`config.mk`:
```
export PLATFORM = sky130hd
export DESIGN_NAME = dma_ahb_csr_flat
export DESIGN_NICKNAME = d
export VERILOG_FILES = /design/src/rtl/dma_ahb_pkg.sv /design/src/rtl/dma_ahb_csr_if.sv /design/src/rtl/dma_ahb_csr.sv /design/src/flat_wrapper.sv
export SDC_FILE = /design/constraint.sdc
export NUM_CORES = 1
export LEC_CHECK = 0
export ABC_CLOCK_PERIOD_IN_PS = 2000
export CAP_MARGIN = 20
export CORE_MARGIN = 5
export CORE_UTILIZATION = 41
export DETAILED_ROUTE_END_ITERATION = 8
export HOLD_SLACK_MARGIN = 0.08
export PLACE_DENSITY = 0.76
export REMOVE_ABC_BUFFERS = 1
export SETUP_SLACK_MARGIN = 0.4
export SLEW_MARGIN = 20
export SYNTH_ARGS = -nofsm -noshare
export SYNTH_HDL_FRONTEND = slang
export SYNTH_SLANG_ARGS = --single-unit
```
`constraint.sdc`:
```
create_clock -name HCLK -period 2 [get_ports HCLK]
set_input_delay 0.5 -clock HCLK [delete_from_list [all_inputs] [get_ports HCLK]]
set_output_delay 0.5 -clock HCLK [all_outputs]
set_load 0.05 [all_outputs]
```
`src/rtl/dma_ahb_pkg.sv`:
```
// Shared constants for the DMA AHB engine and its CSR block: register offsets,
// CTRL/START bit positions and the AHB HTRANS/HSIZE encodings.
package dma_ahb_pkg;

  localparam logic [31:0] OFF_VERSION = 32'h00;
  localparam logic [31:0] OFF_CTRL    = 32'h10;
  localparam logic [31:0] OFF_START   = 32'h14;
  localparam logic [31:0] OFF_SRC     = 32'h20;
  localparam logic [31:0] OFF_DST     = 32'h24;
  localparam logic [31:0] OFF_BNUM    = 32'h28;
  localparam logic [31:0] OFF_BURST   = 32'h2C;

  localparam int CTRL_EN_BIT    = 31;
  localparam int CTRL_IP_BIT    = 1;
  localparam int CTRL_IE_BIT    = 0;
  localparam int START_GO_BIT   = 0;
  localparam int START_BUSY_BIT = 31;
  localparam int START_DONE_BIT = 30;

  localparam logic [1:0] HTRANS_IDLE   = 2'b00;
  localparam logic [1:0] HTRANS_BUSY   = 2'b01;
  localparam logic [1:0] HTRANS_NONSEQ = 2'b10;
  localparam logic [1:0] HTRANS_SEQ    = 2'b11;
  localparam logic [2:0] HSIZE_WORD    = 3'b010;

endpackage

```
`src/rtl/dma_ahb_csr_if.sv`:
```
// AHB-Lite slave-port bundle of the DMA CSR block.
interface dma_ahb_csr_if;
  logic        HSEL;
  logic [31:0] HADDR;
  logic [1:0]  HTRANS;
  logic        HWRITE;
  logic [2:0]  HSIZE;
  logic [31:0] HWDATA;
  logic        HREADY;
  logic [31:0] HRDATA;
  logic [1:0]  HRESP;
  logic        HREADYout;

  modport master (
    output HSEL, HADDR, HTRANS, HWRITE, HSIZE, HWDATA, HREADY,
    input  HRDATA, HRESP, HREADYout
  );

  modport slave (
    input  HSEL, HADDR, HTRANS, HWRITE, HSIZE, HWDATA, HREADY,
    output HRDATA, HRESP, HREADYout
  );
endinterface

```
`src/rtl/dma_ahb_csr.sv`:
```
// AHB-Lite register file programming the DMA engine; GO self-clears on DONE.
// Define DMA_CSR_IRQ_EN to build the IE/IP bits and the IRQ output.
module dma_ahb_csr
  import dma_ahb_pkg::*;
#(
  parameter logic [31:0] P_VERSION = 32'h2014_0429,
  parameter int          P_OFF_WID = 8
) (
  input  logic                HCLK,
  input  logic                HRESETn,
  dma_ahb_csr_if.slave        ahb,
  output logic                DMA_EN,
  output logic                DMA_GO,
  input  logic                DMA_BUSY,
  input  logic                DMA_DONE,
  output logic [31:0]         DMA_SRC,
  output logic [31:0]         DMA_DST,
  output logic [15:0]         DMA_BNUM,
  output logic [4:0]          DMA_BURST,
  output logic                IRQ
);

  function automatic logic is_off(input logic [P_OFF_WID-1:0] off, input logic [31:0] target);
    return 32'(off) == target;
  endfunction

  logic                 ap_valid, ap_write, ap_read;
  logic [P_OFF_WID-1:0] ap_off;
  logic                 wr_pend, wr_take;
  logic [P_OFF_WID-1:0] wr_off;
  logic                 unused_ok;

  assign ap_valid  = ahb.HSEL & ahb.HREADY & ahb.HTRANS[1];
  assign ap_write  = ap_valid & ahb.HWRITE & (ahb.HSIZE == HSIZE_WORD);
  assign ap_read   = ap_valid & ~ahb.HWRITE;
  assign ap_off    = {ahb.HADDR[P_OFF_WID-1:2], 2'b00};
  assign wr_take   = wr_pend & ahb.HREADY;
  assign unused_ok = ^{ahb.HADDR[31:P_OFF_WID], ahb.HADDR[1:0], ahb.HTRANS[0]};

  logic        en, go, done_d;
  logic [31:0] src, dst;
  logic [15:0] bnum;
  logic [4:0]  burst;
  logic        ie, ip;
  logic        nxt_en, nxt_go;
  logic [31:0] nxt_src, nxt_dst;
  logic [15:0] nxt_bnum;
  logic [4:0]  nxt_burst;
  logic        done_rise, go_ok;
  logic [31:0] wd, rd_val;

  assign wd        = ahb.HWDATA;
  assign done_rise = DMA_DONE & ~done_d;
  assign go_ok     = en & (|bnum) & (|burst) & ~DMA_BUSY & ~DMA_DONE;

`ifdef DMA_CSR_IRQ_EN
  logic nxt_ie, nxt_ip;
`else
  assign ie = 1'b0;
  assign ip = 1'b0;
`endif

  always_comb begin
    nxt_en    = en;
    nxt_go    = go;
    nxt_src   = src;
    nxt_dst   = dst;
    nxt_bnum  = bnum;
    nxt_burst = burst;
`ifdef DMA_CSR_IRQ_EN
    nxt_ie    = ie;
    nxt_ip    = ip;
`endif
    if (wr_take) begin
      if (is_off(wr_off, OFF_CTRL)) begin
        nxt_en = wd[CTRL_EN_BIT];
        if (!wd[CTRL_EN_BIT]) nxt_go = 1'b0;
`ifdef DMA_CSR_IRQ_EN
        nxt_ie = wd[CTRL_IE_BIT];
        if (wd[CTRL_IP_BIT]) nxt_ip = 1'b0;
`endif
      end
      if (is_off(wr_off, OFF_START)) begin
        if (!wd[START_GO_BIT]) nxt_go = 1'b0;
        else if (go_ok)        nxt_go = 1'b1;
      end
      if (!DMA_BUSY) begin
        if (is_off(wr_off, OFF_SRC))   nxt_src   = wd;
        if (is_off(wr_off, OFF_DST))   nxt_dst   = wd;
        if (is_off(wr_off, OFF_BNUM))  nxt_bnum  = wd[15:0];
        if (is_off(wr_off, OFF_BURST)) nxt_burst = wd[4:0];
      end
    end
    // Completion is applied after the bus write so that it beats a same-cycle W1C.
    if (done_rise) begin
      nxt_go = 1'b0;
`ifdef DMA_CSR_IRQ_EN
      if (ie) nxt_ip = 1'b1;
`endif
    end
  end

  // Reads decode the post-update values, which forwards a write still in its data phase.
  always_comb begin
    rd_val = 32'h0;
    if (is_off(ap_off, OFF_VERSION)) rd_val = P_VERSION;
    if (is_off(ap_off, OFF_CTRL)) begin
      rd_val[CTRL_EN_BIT] = nxt_en;
`ifdef DMA_CSR_IRQ_EN
      rd_val[CTRL_IP_BIT] = nxt_ip;
      rd_val[CTRL_IE_BIT] = nxt_ie;
`endif
    end
    if (is_off(ap_off, OFF_START)) begin
      rd_val[START_GO_BIT]   = nxt_go;
      rd_val[START_BUSY_BIT] = DMA_BUSY;
      rd_val[START_DONE_BIT] = DMA_DONE;
    end
    if (is_off(ap_off, OFF_SRC))   rd_val = nxt_src;
    if (is_off(ap_off, OFF_DST))   rd_val = nxt_dst;
    if (is_off(ap_off, OFF_BNUM))  rd_val = {16'h0, nxt_bnum};
    if (is_off(ap_off, OFF_BURST)) rd_val = {27'h0, nxt_burst};
  end

  always_ff @(posedge HCLK or negedge HRESETn) begin
    if (!HRESETn) begin
      wr_pend    <= 1'b0;
      wr_off     <= '0;
      en         <= 1'b0;
      go         <= 1'b0;
      src        <= 32'h0;
      dst        <= 32'h0;
      bnum       <= 16'h0;
      burst      <= 5'h0;
      done_d     <= 1'b0;
      ahb.HRDATA <= 32'h0;
    end else begin
      if (ahb.HREADY) begin
        wr_pend <= ap_write;
        wr_off  <= ap_off;
      end
      en     <= nxt_en;
      go     <= nxt_go;
      src    <= nxt_src;
      dst    <= nxt_dst;
      bnum   <= nxt_bnum;
      burst  <= nxt_burst;
      done_d <= DMA_DONE;
      if (ap_read) ahb.HRDATA <= rd_val;
    end
  end

`ifdef DMA_CSR_IRQ_EN
  always_ff @(posedge HCLK or negedge HRESETn) begin
    if (!HRESETn) begin
      ie <= 1'b0;
      ip <= 1'b0;
    end else begin
      ie <= nxt_ie;
      ip <= nxt_ip;
    end
  end
`endif

  assign ahb.HRESP     = 2'b00;
  assign ahb.HREADYout = 1'b1;
  assign DMA_EN        = en;
  assign DMA_GO        = go;
  assign DMA_SRC       = src;
  assign DMA_DST       = dst;
  assign DMA_BNUM      = bnum;
  assign DMA_BURST     = burst;
  assign IRQ           = ip & ie;

endmodule

```
`src/flat_wrapper.sv`:
```
// flat-port wrapper written by rule: the top's interface ports become plain ports
module dma_ahb_csr_flat import dma_ahb_pkg::*;
#(
  parameter logic [31:0] P_VERSION = 32'h2014_0429,
  parameter int          P_OFF_WID = 8
)
  (HCLK, HRESETn, DMA_EN, DMA_GO, DMA_BUSY, DMA_DONE, DMA_SRC, DMA_DST, DMA_BNUM, DMA_BURST, IRQ, ahb_HSEL, ahb_HADDR, ahb_HTRANS, ahb_HWRITE, ahb_HSIZE, ahb_HWDATA, ahb_HREADY, ahb_HRDATA, ahb_HRESP, ahb_HREADYout);
  dma_ahb_csr_if ahb_i ();
  input  logic HCLK;
  input  logic HRESETn;
  output logic DMA_EN;
  output logic DMA_GO;
  input  logic DMA_BUSY;
  input  logic DMA_DONE;
  output logic [31:0] DMA_SRC;
  output logic [31:0] DMA_DST;
  output logic [15:0] DMA_BNUM;
  output logic [4:0] DMA_BURST;
  output logic IRQ;
  input wire logic [$bits(ahb_i.HSEL)-1:0] ahb_HSEL;
  input wire logic [$bits(ahb_i.HADDR)-1:0] ahb_HADDR;
  input wire logic [$bits(ahb_i.HTRANS)-1:0] ahb_HTRANS;
  input wire logic [$bits(ahb_i.HWRITE)-1:0] ahb_HWRITE;
  input wire logic [$bits(ahb_i.HSIZE)-1:0] ahb_HSIZE;
  input wire logic [$bits(ahb_i.HWDATA)-1:0] ahb_HWDATA;
  input wire logic [$bits(ahb_i.HREADY)-1:0] ahb_HREADY;
  output wire logic [$bits(ahb_i.HRDATA)-1:0] ahb_HRDATA;
  output wire logic [$bits(ahb_i.HRESP)-1:0] ahb_HRESP;
  output wire logic [$bits(ahb_i.HREADYout)-1:0] ahb_HREADYout;
  assign ahb_i.HSEL = ahb_HSEL;
  assign ahb_i.HADDR = ahb_HADDR;
  assign ahb_i.HTRANS = ahb_HTRANS;
  assign ahb_i.HWRITE = ahb_HWRITE;
  assign ahb_i.HSIZE = ahb_HSIZE;
  assign ahb_i.HWDATA = ahb_HWDATA;
  assign ahb_i.HREADY = ahb_HREADY;
  assign ahb_HRDATA = ahb_i.HRDATA;
  assign ahb_HRESP = ahb_i.HRESP;
  assign ahb_HREADYout = ahb_i.HREADYout;
  dma_ahb_csr #(.P_VERSION(P_VERSION), .P_OFF_WID(P_OFF_WID)) u_core (.HCLK(HCLK), .HRESETn(HRESETn), .ahb(ahb_i), .DMA_EN(DMA_EN), .DMA_GO(DMA_GO), .DMA_BUSY(DMA_BUSY), .DMA_DONE(DMA_DONE), .DMA_SRC(DMA_SRC), .DMA_DST(DMA_DST), .DMA_BNUM(DMA_BNUM), .DMA_BURST(DMA_BURST), .IRQ(IRQ));
endmodule
```
=== Word level (Yosys, flattened, before mapping) ===
Index checks and enable logic that the tools add are counted.

* Eq/ne operators: 13
* Multiplexer cells: 29
* Bitwise logic cells: 15
* Reduce and logical (&&, ||, !) cells: 3

{| class="wikitable"
|+ Operator list
! kind !! number
|-
| $mux W32 || 10
|-
| $eq A6 B4 Y1 const B || 8
|-
| $mux W16 || 3
|-
| $mux W30 || 1
|-
| $eq A6 B3 Y1 const B || 4
|-
| $reduce_or A16 Y1 || 1
|-
| $mux W5 || 3
|-
| $and A1 B1 Y1 || 11
|-
| $mux W1 || 11
|-
| $logic_not A8 Y1 || 1
|-
| $reduce_or A5 Y1 || 1
|-
| $not A1 Y1 || 4
|-
| $eq A3 B2 Y1 const B || 1
|-
| $mux W2 || 1
|}

* Flip-flop bits (word level): 127
* Input bits: 76
* Output and inout bits: 123
* Word-level logic and storage cells: 70

=== Logic depth before layout (Yosys ltp) ===
Gate-level depths: netlist (run 1).

* Depth in word-level cells: 15
* Mapped depth: 7
* Depth with buffers taken out: 5

=== Worst setup path before layout (run 1) ===
Ideal clock, no wire load.

* Path kind: in2reg
* Start: in DMA_BUSY
* End: reg u_core.ahb.HRDATA[4]
* Setup time: 0.142 ns
* Arrival: 2.027 ns
* Required time: 1.858 ns
* Slack: -0.168 ns
* Stages: 6
* Buffers on the path: 1
* Cell sequence: or4b_4 > nor3_4 > buf_6 > mux2_4 > a22oi_1 > a31oi_1

* Elaborated cells between the ends (all ways): 12
* Classes of those cells: mux: 12

{| class="wikitable"
|+ RTL lines
! what !! RTL line !! source
|-
| start: declaration || flat_wrapper.sv:13 || <nowiki>input logic DMA_BUSY;</nowiki>
|-
| $mux W16 || dma_ahb_csr.sv:87 || <nowiki>if (!DMA_BUSY) begin</nowiki>
|-
| $mux W16 || dma_ahb_csr.sv:74 || <nowiki>if (wr_take) begin</nowiki>
|-
| via u_core.nxt_bnum[4] || dma_ahb_csr.sv:47 || <nowiki>logic [15:0] nxt_bnum;</nowiki>
|-
| $mux W32 || dma_ahb_csr.sv:121 || <nowiki>if (is_off(ap_off, OFF_BNUM)) rd_val = {16'h0, nxt_bnum};</nowiki>
|-
| $mux W32 || dma_ahb_csr.sv:122 || <nowiki>if (is_off(ap_off, OFF_BURST)) rd_val = {27'h0, nxt_burst};</nowiki>
|-
| end signal: assignment || dma_ahb_csr.sv:149 || <nowiki>if (ap_read) ahb.HRDATA <= rd_val;</nowiki>
|-
| end: declaration || dma_ahb_csr_if.sv:21 || <nowiki>output HRDATA, HRESP, HREADYout</nowiki>
|}

The timed path passes the listed nets, and every way through them passes these cells.
A chain may end at the register's enable or synchronous reset.

=== Worst setup path in the final report (run 1) ===
* Start: reg u_core.wr_off[7]
* End: reg u_core.ahb.HRDATA[9]

* Elaborated cells between the ends (all ways): 16
* Classes of those cells: eq/ne: 3; mux: 13

{| class="wikitable"
|+ RTL lines
! what !! RTL line !! source
|-
| start: declaration || dma_ahb_csr.sv:30 || <nowiki>logic [P_OFF_WID-1:0] wr_off;</nowiki>
|-
| start signal: assignment || dma_ahb_csr.sv:140 || <nowiki>wr_off <= ap_off;</nowiki>
|-
| $eq A6 B4 Y1 || dma_ahb_csr.sv:24 || <nowiki>return 32'(off) == target;</nowiki>
|-
| $mux W16 || dma_ahb_csr.sv:90 || <nowiki>if (is_off(wr_off, OFF_BNUM)) nxt_bnum = wd[15:0];</nowiki>
|-
| $mux W16 || dma_ahb_csr.sv:87 ||
|-
| $mux W16 || dma_ahb_csr.sv:74 ||
|-
| via u_core.nxt_bnum[9] || dma_ahb_csr.sv:47 ||
|-
| $mux W32 || dma_ahb_csr.sv:121 ||
|-
| $mux W32 || dma_ahb_csr.sv:122 ||
|}

The timed path passes the listed nets, and every way through them passes these cells.

==> results of run 1 <==
## kinds of logic after synthesis
| family | count (synthesis) | synth area share [%] |
|---|---|---|
| DFF | 127 | 55.9 |
| and+or+nand+nor | 113 | 10.9 |
| AOI/OAI and AO/OA | 92 | 11.6 |
| muxes | 90 | 17.9 |
| buffers and inverters | 36 | 3.19 |
| xor gates and xnor gates | 2 | 0.308 |
| other | 2 | 0.132 |
## cell usage in the layout, fill, tap and decap left out, types with 3 or more instances in the layout
| cell type | instances |
|---|---|
| mux2_2 | 21 |
| a22oi_2 | 22 |
| nor2_1 | 22 |
| a211oi_1 | 6 |
| clkbuf_8 | 4 |
| clkbuf_1 | 3 |
| a31oi_1 | 3 |
| conb_1 | 4 |
| mux2_4 | 67 |
| o31ai_2 | 3 |
| buf_4 | 148 |
| dfrtp_1 | 127 |
| a22oi_1 | 3 |
| a21oi_1 | 3 |
| nand3_2 | 4 |
| clkbuf_16 | 19 |
| nand4_1 | 7 |
| nor4_1 | 6 |
| a32oi_1 | 4 |
| nand2_2 | 3 |
| clkinv_2 | 3 |
| nand2_1 | 32 |
| nor2b_1 | 4 |
| buf_6 | 20 |
| buf_2 | 36 |
| buf_8 | 3 |
| buf_12 | 9 |
| clkdlybuf4s50_1 | 45 |
| a21oi_2 | 6 |
| o21ai_0 | 5 |
| a211oi_2 | 3 |
| nand3_1 | 4 |
| o31ai_1 | 9 |
| inv_1 | 5 |
| o221ai_2 | 5 |
| and3_1 | 3 |
| o21ai_1 | 5 |
## power breakdown
part	total, mW	switching, mW	internal (mW)
logic	0.931	0.584	0.347
clock network	3.04	1.09	1.95
registers	2.72	0.0682	2.66
total	6.69	1.74	4.95
## path summary, 6_finish.rpt
kind | from | slack (ns) | cells past startpoint | end
worst min-delay path | HRESETn | 0.19 | 2 | u_core.DMA_EN
worst max register to register | u_core.wr_off[7] | -0.24 | 7 | u_core.ahb.HRDATA[9]
min in group HCLK | u_core.ahb.HRDATA[20] | 0.47 | 2 | u_core.ahb.HRDATA[20]
worst max-delay path | u_core.wr_off[7] | -0.24 | 7 | u_core.ahb.HRDATA[9]
max in group asynchronous | HRESETn | 1.29 | 2 | u_core.ahb.HRDATA[12]
worst min register to register | u_core.ahb.HRDATA[20] | 0.47 | 2 | u_core.ahb.HRDATA[20]
## metal layers
layer  global-route usage [%]  wire (µm)  vias up
met3                     4.96       1100       34
met2                     37.0      10100      200
met4                     9.61        437        0
met1                     29.5       8360     2595
met5                        0          0        -
li1                         -          -     2245
## through the flow
step / worst slack [ns] / TNS (ns) / cells
after floorplan: -0.802 / -42.24 / 434
after global placement: -0.702 / -49.97 / 852
after detailed placement: -0.751 / -54.06 / 852
after CTS: -0.225 / -6.11 / 901
after global routing: -0.308 / -8.10 / 911
final: -0.237 / -5.34 / 911
## registers in the layout, indices dropped and copies added, names as in the netlist
register and cells:
u_core.DMA_BNUM 16, u_core.DMA_BURST 5, u_core.DMA_DST 32, u_core.DMA_EN 1, u_core.DMA_GO 1, u_core.DMA_SRC 32, u_core.ahb.HRDATA 32, u_core.done_d 1
u_core.wr_off 6, u_core.wr_pend 1
## worst reg2reg max path, stage by stage (launching register included)
cell and delay, ns:
dfrtp_1 0.42, or4b_4 0.58, nor3_4 0.25, buf_6 0.15, buf_16 0.12, mux2_4 0.32, a21oi_2 0.17, a211oi_2 0.06
## cell usage after synthesis, types with 3 or more instances
library cell	n	share of area (%)
dfrtp_1	127	56
mux2_2	82	16
nand2_1	35	2.3
a22oi_1	25	3.3
nor2_1	22	1.5
clkbuf_1	14	0.93
o31ai_1	14	1.9
a21oi_1	11	0.97
nand3_1	10	0.88
a211oi_1	9	1.2
o21ai_0	9	0.79
buf_2	7	0.62
nand4_1	7	0.77
buf_4	6	0.79
nor4_1	6	0.66
inv_1	5	0.33
o221ai_1	5	0.77
a32oi_1	4	0.62
mux2_1	4	0.79
nor2b_1	4	0.44
nor3_1	4	0.35
a31oi_1	3	0.33
and3_1	3	0.33
nor4b_1	3	0.46
## area by class of cell
cell class,instances,area [µm²],share of cell area [%]
sequential,127,3180,34.3
multi-input combinational,301,2950,31.9
timing repair buffer,267,2310,25.0
clock buffer,24,492,5.31
tap,180,225,2.43
clock inverter,6,82.6,0.891
inverter,6,22.5,0.243
## repair_timing
item / 4_1_cts / 5_1_grt
setup buffers: 16 / 8
pin swaps: 7 / 46
cloned: 3 / 2
gates resized for setup: 267 / 97
endpoints found under the setup margin: 155 / 120
==> results.json, run 1 <==
{
  "cpPeakStageDelay_ns": 0.58,
  "initial_utilization_pct": 41.4,
  "final.min_clock_period_ns": 2.24,
  "hold_ws_ns": 0.185,
  "max_clock_freq_mhz": 447,
  "drt-vias-per-instance": 5.57,
  "design.final.nets": 796,
  "drc": 0,
  "filler_cell_count": 986,
  "drt_first_iter_violations": 401,
  "synth_top_flop_cell": "dfrtp_1",
  "critical_path_required_ns": 2.22,
  "vdd.ir_drop.worst_mv": 0.510,
  "slew-limit-headroom_pct": 38.4,
  "setup_viol": 40,
  "crit_path_start_kind": "flop",
  "critical_path.top_delay_family": "simple AND/OR/NAND/NOR gates",
  "clk-insertion-delay-late_ns": 0.40,
  "post-layout-total-power_mw": 6.69,
  "ctsHoldBuffers": 0,
  "failed_checks": "negative setup slack",
  "cts-root-to-sink-buffers": 2,
  "core_region_area_um2": 13700,
  "postSynthRegisterBits": 127,
  "status": "finished with violations",
  "report.final.hold_viol_count": 0,
  "slowest_stage": "or4b_4",
  "die_h_um": 128,
  "transition_time_at_the_pin_with_the_least_slew_margin_ns": 0.920,
  "detailroute.via_count": 5074,
  "dp.final_hpwl_mm": 12.8,
  "num_rows": 43,
  "pin_count_of_the_biggest_net_entering_global_routing": 128,
  "path_buf_inv": 2,
  "layout_worst_path_cycle_share_pct": 112,
  "number_of_port_buffers": 167,
  "power_density_nw_per_um2": 722,
  "timing.max_cap.violations": 0,
  "synth_cell_types": 54,
  "die_w_um": 128,
  "final_layout_size_suffix_gt1_share_pct": 55.0,
  "ys_seq_area_share_pct": 55.9,
  "path_cells": "or4b_4 > nor3_4 > buf_6 > buf_16 > mux2_4 > a21oi_2 > a211oi_2",
  "grt_pass1_vias": 5423,
  "clkTransAtPathRegs_ns": 0.06,
  "detail-route-antenna-nets": 0,
  "clock_skew_ns": 0.0108,
  "cts_num_sinks": 127,
  "postRouteWirelength_mm": 20.0,
  "syn_inst": 462,
  "grtUsageTotal_pct": 22.7,
  "grt_pass1_wl_mm": 29.2,
  "gp_congestion": 0.904,
  "tritoncts": "yes",
  "antenna_violations_before_repair": 0,
  "cts-buffers-inserted": 17,
  "finalInstanceArea_um2": 9270,
  "post_drt_wl_per_cell_um": 22.0,
  "grt_setup_unrepaired": "true",
  "number_of_synthesized_flops_with_an_enable_pin": 0,
  "leakage_nw": 4.47,
  "ios": 199,
  "n_antenna_cell": 0,
  "critical_setup_path_class": "reg -> reg",
  "cts.root.buffer_cell": "clkbuf_16",
  "async_flop_share_pct": 100,
  "slew_viol_final": 0,
  "syn_avg_cell_area_um2": 12.3,
  "area.growth.synth_to_final_pct": 63.1,
  "timing.hold.worst.class": "in -> async",
  "setup_slack_of_the_critical_path_after_layout_ns": -0.237,
  "path_max_fanout": 6,
  "dr.pass1.iters": 4,
  "critPathCaptureType": "flop",
  "grt.overflow.total": 0,
  "die_area_um2": 16300,
  "worstPathArrival_ns": 2.46,
  "post_synth_instance_area_um2": 5680,
  "yosysWarningCount": 0,
  "h-tree-depth": 4,
  "place_area_um2": 7790,
  "final_core_utilization_pct": 67.5
}
No activity file was read; power rests on OpenSTA's default activity.
==> inputs of run 2 (changes only) <==
==> constraint.sdc (replaced) <==
create_clock -name HCLK -period 2 [get_ports HCLK]
set_input_delay 0.4 -clock HCLK [delete_from_list [all_inputs] [get_ports HCLK]]
set_output_delay 0.4 -clock HCLK [all_outputs]
set_load 0.05 [all_outputs]
==> run 2 against run 1 <==
The flow still finishes with violations (negative setup slack). Maximum frequency rose by 0.12%. Global-route usage rose by 0.93 points. Critical path depth did not move. Sequential share of layout area fell by 0.63 points. Critical path type unchanged. Highest routed layer unchanged.
==> results.json, run 2 (same netlist as run 1, synthesis figures left out) <==
{
  "status": "finished with violations",
  "failed_checks": "negative setup slack",
  "die_h_um": 128,
  "critical_path_required_ns": 2.25,
  "h-tree-depth": 4,
  "drc": 0,
  "cpPeakStageDelay_ns": 0.57,
  "path_max_fanout": 8,
  "final.min_clock_period_ns": 2.23,
  "grt_pass1_vias": 5386,
  "crit_path_start_kind": "flop",
  "clkTransAtPathRegs_ns": 0.06,
  "dp.final_hpwl_mm": 12.9,
  "cts.root.buffer_cell": "clkbuf_16",
  "antenna_violations_before_repair": 0,
  "area.growth.synth_to_final_pct": 66.2,
  "timing.hold.worst.class": "reg -> reg",
  "transition_time_at_the_pin_with_the_least_slew_margin_ns": 0.779,
  "postRouteWirelength_mm": 19.5,
  "dr.pass1.iters": 5,
  "grt_pass1_wl_mm": 29.9,
  "drt-vias-per-instance": 5.57,
  "max_clock_freq_mhz": 448,
  "num_rows": 43,
  "clk-insertion-delay-late_ns": 0.42,
  "ios": 199,
  "detailroute.via_count": 5056,
  "detail-route-antenna-nets": 0,
  "vdd.ir_drop.worst_mv": 0.450,
  "final_common_cell": "dfrtp_1",
  "cts-buffers-inserted": 17,
  "n_antenna_cell": 0,
  "place_area_um2": 7970,
  "gp_congestion": 0.862,
  "hold_ws_ns": 0.472,
  "initial_utilization_pct": 41.4,
  "setup_slack_of_the_critical_path_after_layout_ns": -0.235,
  "power_density_nw_per_um2": 728,
  "tritoncts": "yes",
  "timing.max_cap.violations": 0,
  "layout_worst_path_cycle_share_pct": 112,
  "path_cells": "or4_4 > nor3_4 > buf_6 > buf_12 > mux2_4 > a22oi_2 > a211oi_1",
  "critPathCaptureType": "flop",
  "clock_skew_ns": 0.0108,
  "post-place-cells": 853,
  "critical_path.top_delay_family": "simple AND/OR/NAND/NOR gates",
  "cts_num_sinks": 127,
  "grtUsageTotal_pct": 23.7,
  "die_w_um": 128,
  "cts-root-to-sink-buffers": 2,
  "path_buf_inv": 2,
  "slew-limit-headroom_pct": 47.9,
  "setup_viol": 42,
  "slew_viol_final": 0,
  "worstPathArrival_ns": 2.49,
  "slowest_stage": "or4_4",
  "drt_first_iter_violations": 498,
  "fin_cells": 907,
  "number_of_port_buffers": 167,
  "leakage_nw": 4.29,
  "report.final.hold_viol_count": 0,
  "die_area_um2": 16300,
  "critical_setup_path_class": "reg -> reg",
  "final_layout_size_suffix_gt1_share_pct": 52.7,
  "core_region_area_um2": 13700,
  "most_frequent_cells_in_the_layout": "dfrtp_1, buf_4, clkdlybuf4s15_2",
  "grt.overflow.total": 0,
  "design.final.nets": 791,
  "grt_setup_unrepaired": "true",
  "post_drt_wl_per_cell_um": 21.4,
  "finalInstanceArea_um2": 9440,
  "pin_count_of_the_biggest_net_entering_global_routing": 85
}
-- run 2: path summary, 6_finish.rpt --
path / from / to / slack [ns] / cells after the start
max in group asynchronous: HRESETn / u_core.DMA_BNUM[14] / 1.00 / 3
worst max register to register: u_core.wr_off[4] / u_core.ahb.HRDATA[14] / -0.23 / 7
worst min-delay path: u_core.ahb.HRDATA[29] / u_core.ahb.HRDATA[29] / 0.47 / 2
min in group asynchronous: HRESETn / u_core.DMA_SRC[3] / 0.55 / 3
worst max-delay path: u_core.wr_off[4] / u_core.ahb.HRDATA[14] / -0.23 / 7
worst min register to register: u_core.ahb.HRDATA[29] / u_core.ahb.HRDATA[29] / 0.47 / 2
-- run 2: worst reg2reg max path: stages, from the launching register on --
cell and delay [ns]:
dfrtp_1 0.39, or4_4 0.57, nor3_4 0.22, buf_6 0.16, buf_12 0.15, mux2_4 0.33, a22oi_2 0.15, a211oi_1 0.09
-- run 2: cell type report --
type / count / area (µm²)
clock buffer: 25 / 485
multi-input combinational: 301 / 2820
clock inverter: 6 / 130
timing repair buffer: 262 / 2570
tap: 180 / 225
inverter: 6 / 22.5
sequential: 127 / 3180
fill: 947 / 4280
-- run 2: repair_timing --
item                       4_1_cts  5_1_grt
hold endpoints to repair        84        0
gates resized for setup        384       53
hold buffers                     1        0
buffers inserted                12        6
pin swaps                       28       18
setup endpoints to repair      207      130
gates cloned                     3        1
-- run 2: where the power goes --
part           internal [mW]  switching [mW]  leakage [nW]
Combinational          0.343           0.567          2.26
Sequential              2.66          0.0610          1.73
Clock                   2.17            1.07         0.301
-- run 2: metal layers --
layer  up-vias  global-route usage, %  part of all wire (%)
li1       2245                      -                     -
met1      2558                   30.2                    41
met2       204                   39.6                    50
met3        49                   4.83                   6.2
met4         0                   9.30                   2.8
met5         -                      0                     0
-- run 2: per-stage QoR --
step / utilization, % / total power, mW / TNS, ns / setup slack (ns)
floorplan: - / 3.17 / -39.45 / -0.702
global placement: 58.1 / 3.62 / -33.71 / -0.567
detailed placement: 58.1 / 3.64 / -38.76 / -0.623
CTS: 67.7 / 6.88 / -4.79 / -0.201
global route: 68.8 / 7.07 / -8.41 / -0.282
finish: 68.8 / 6.87 / -6.33 / -0.235
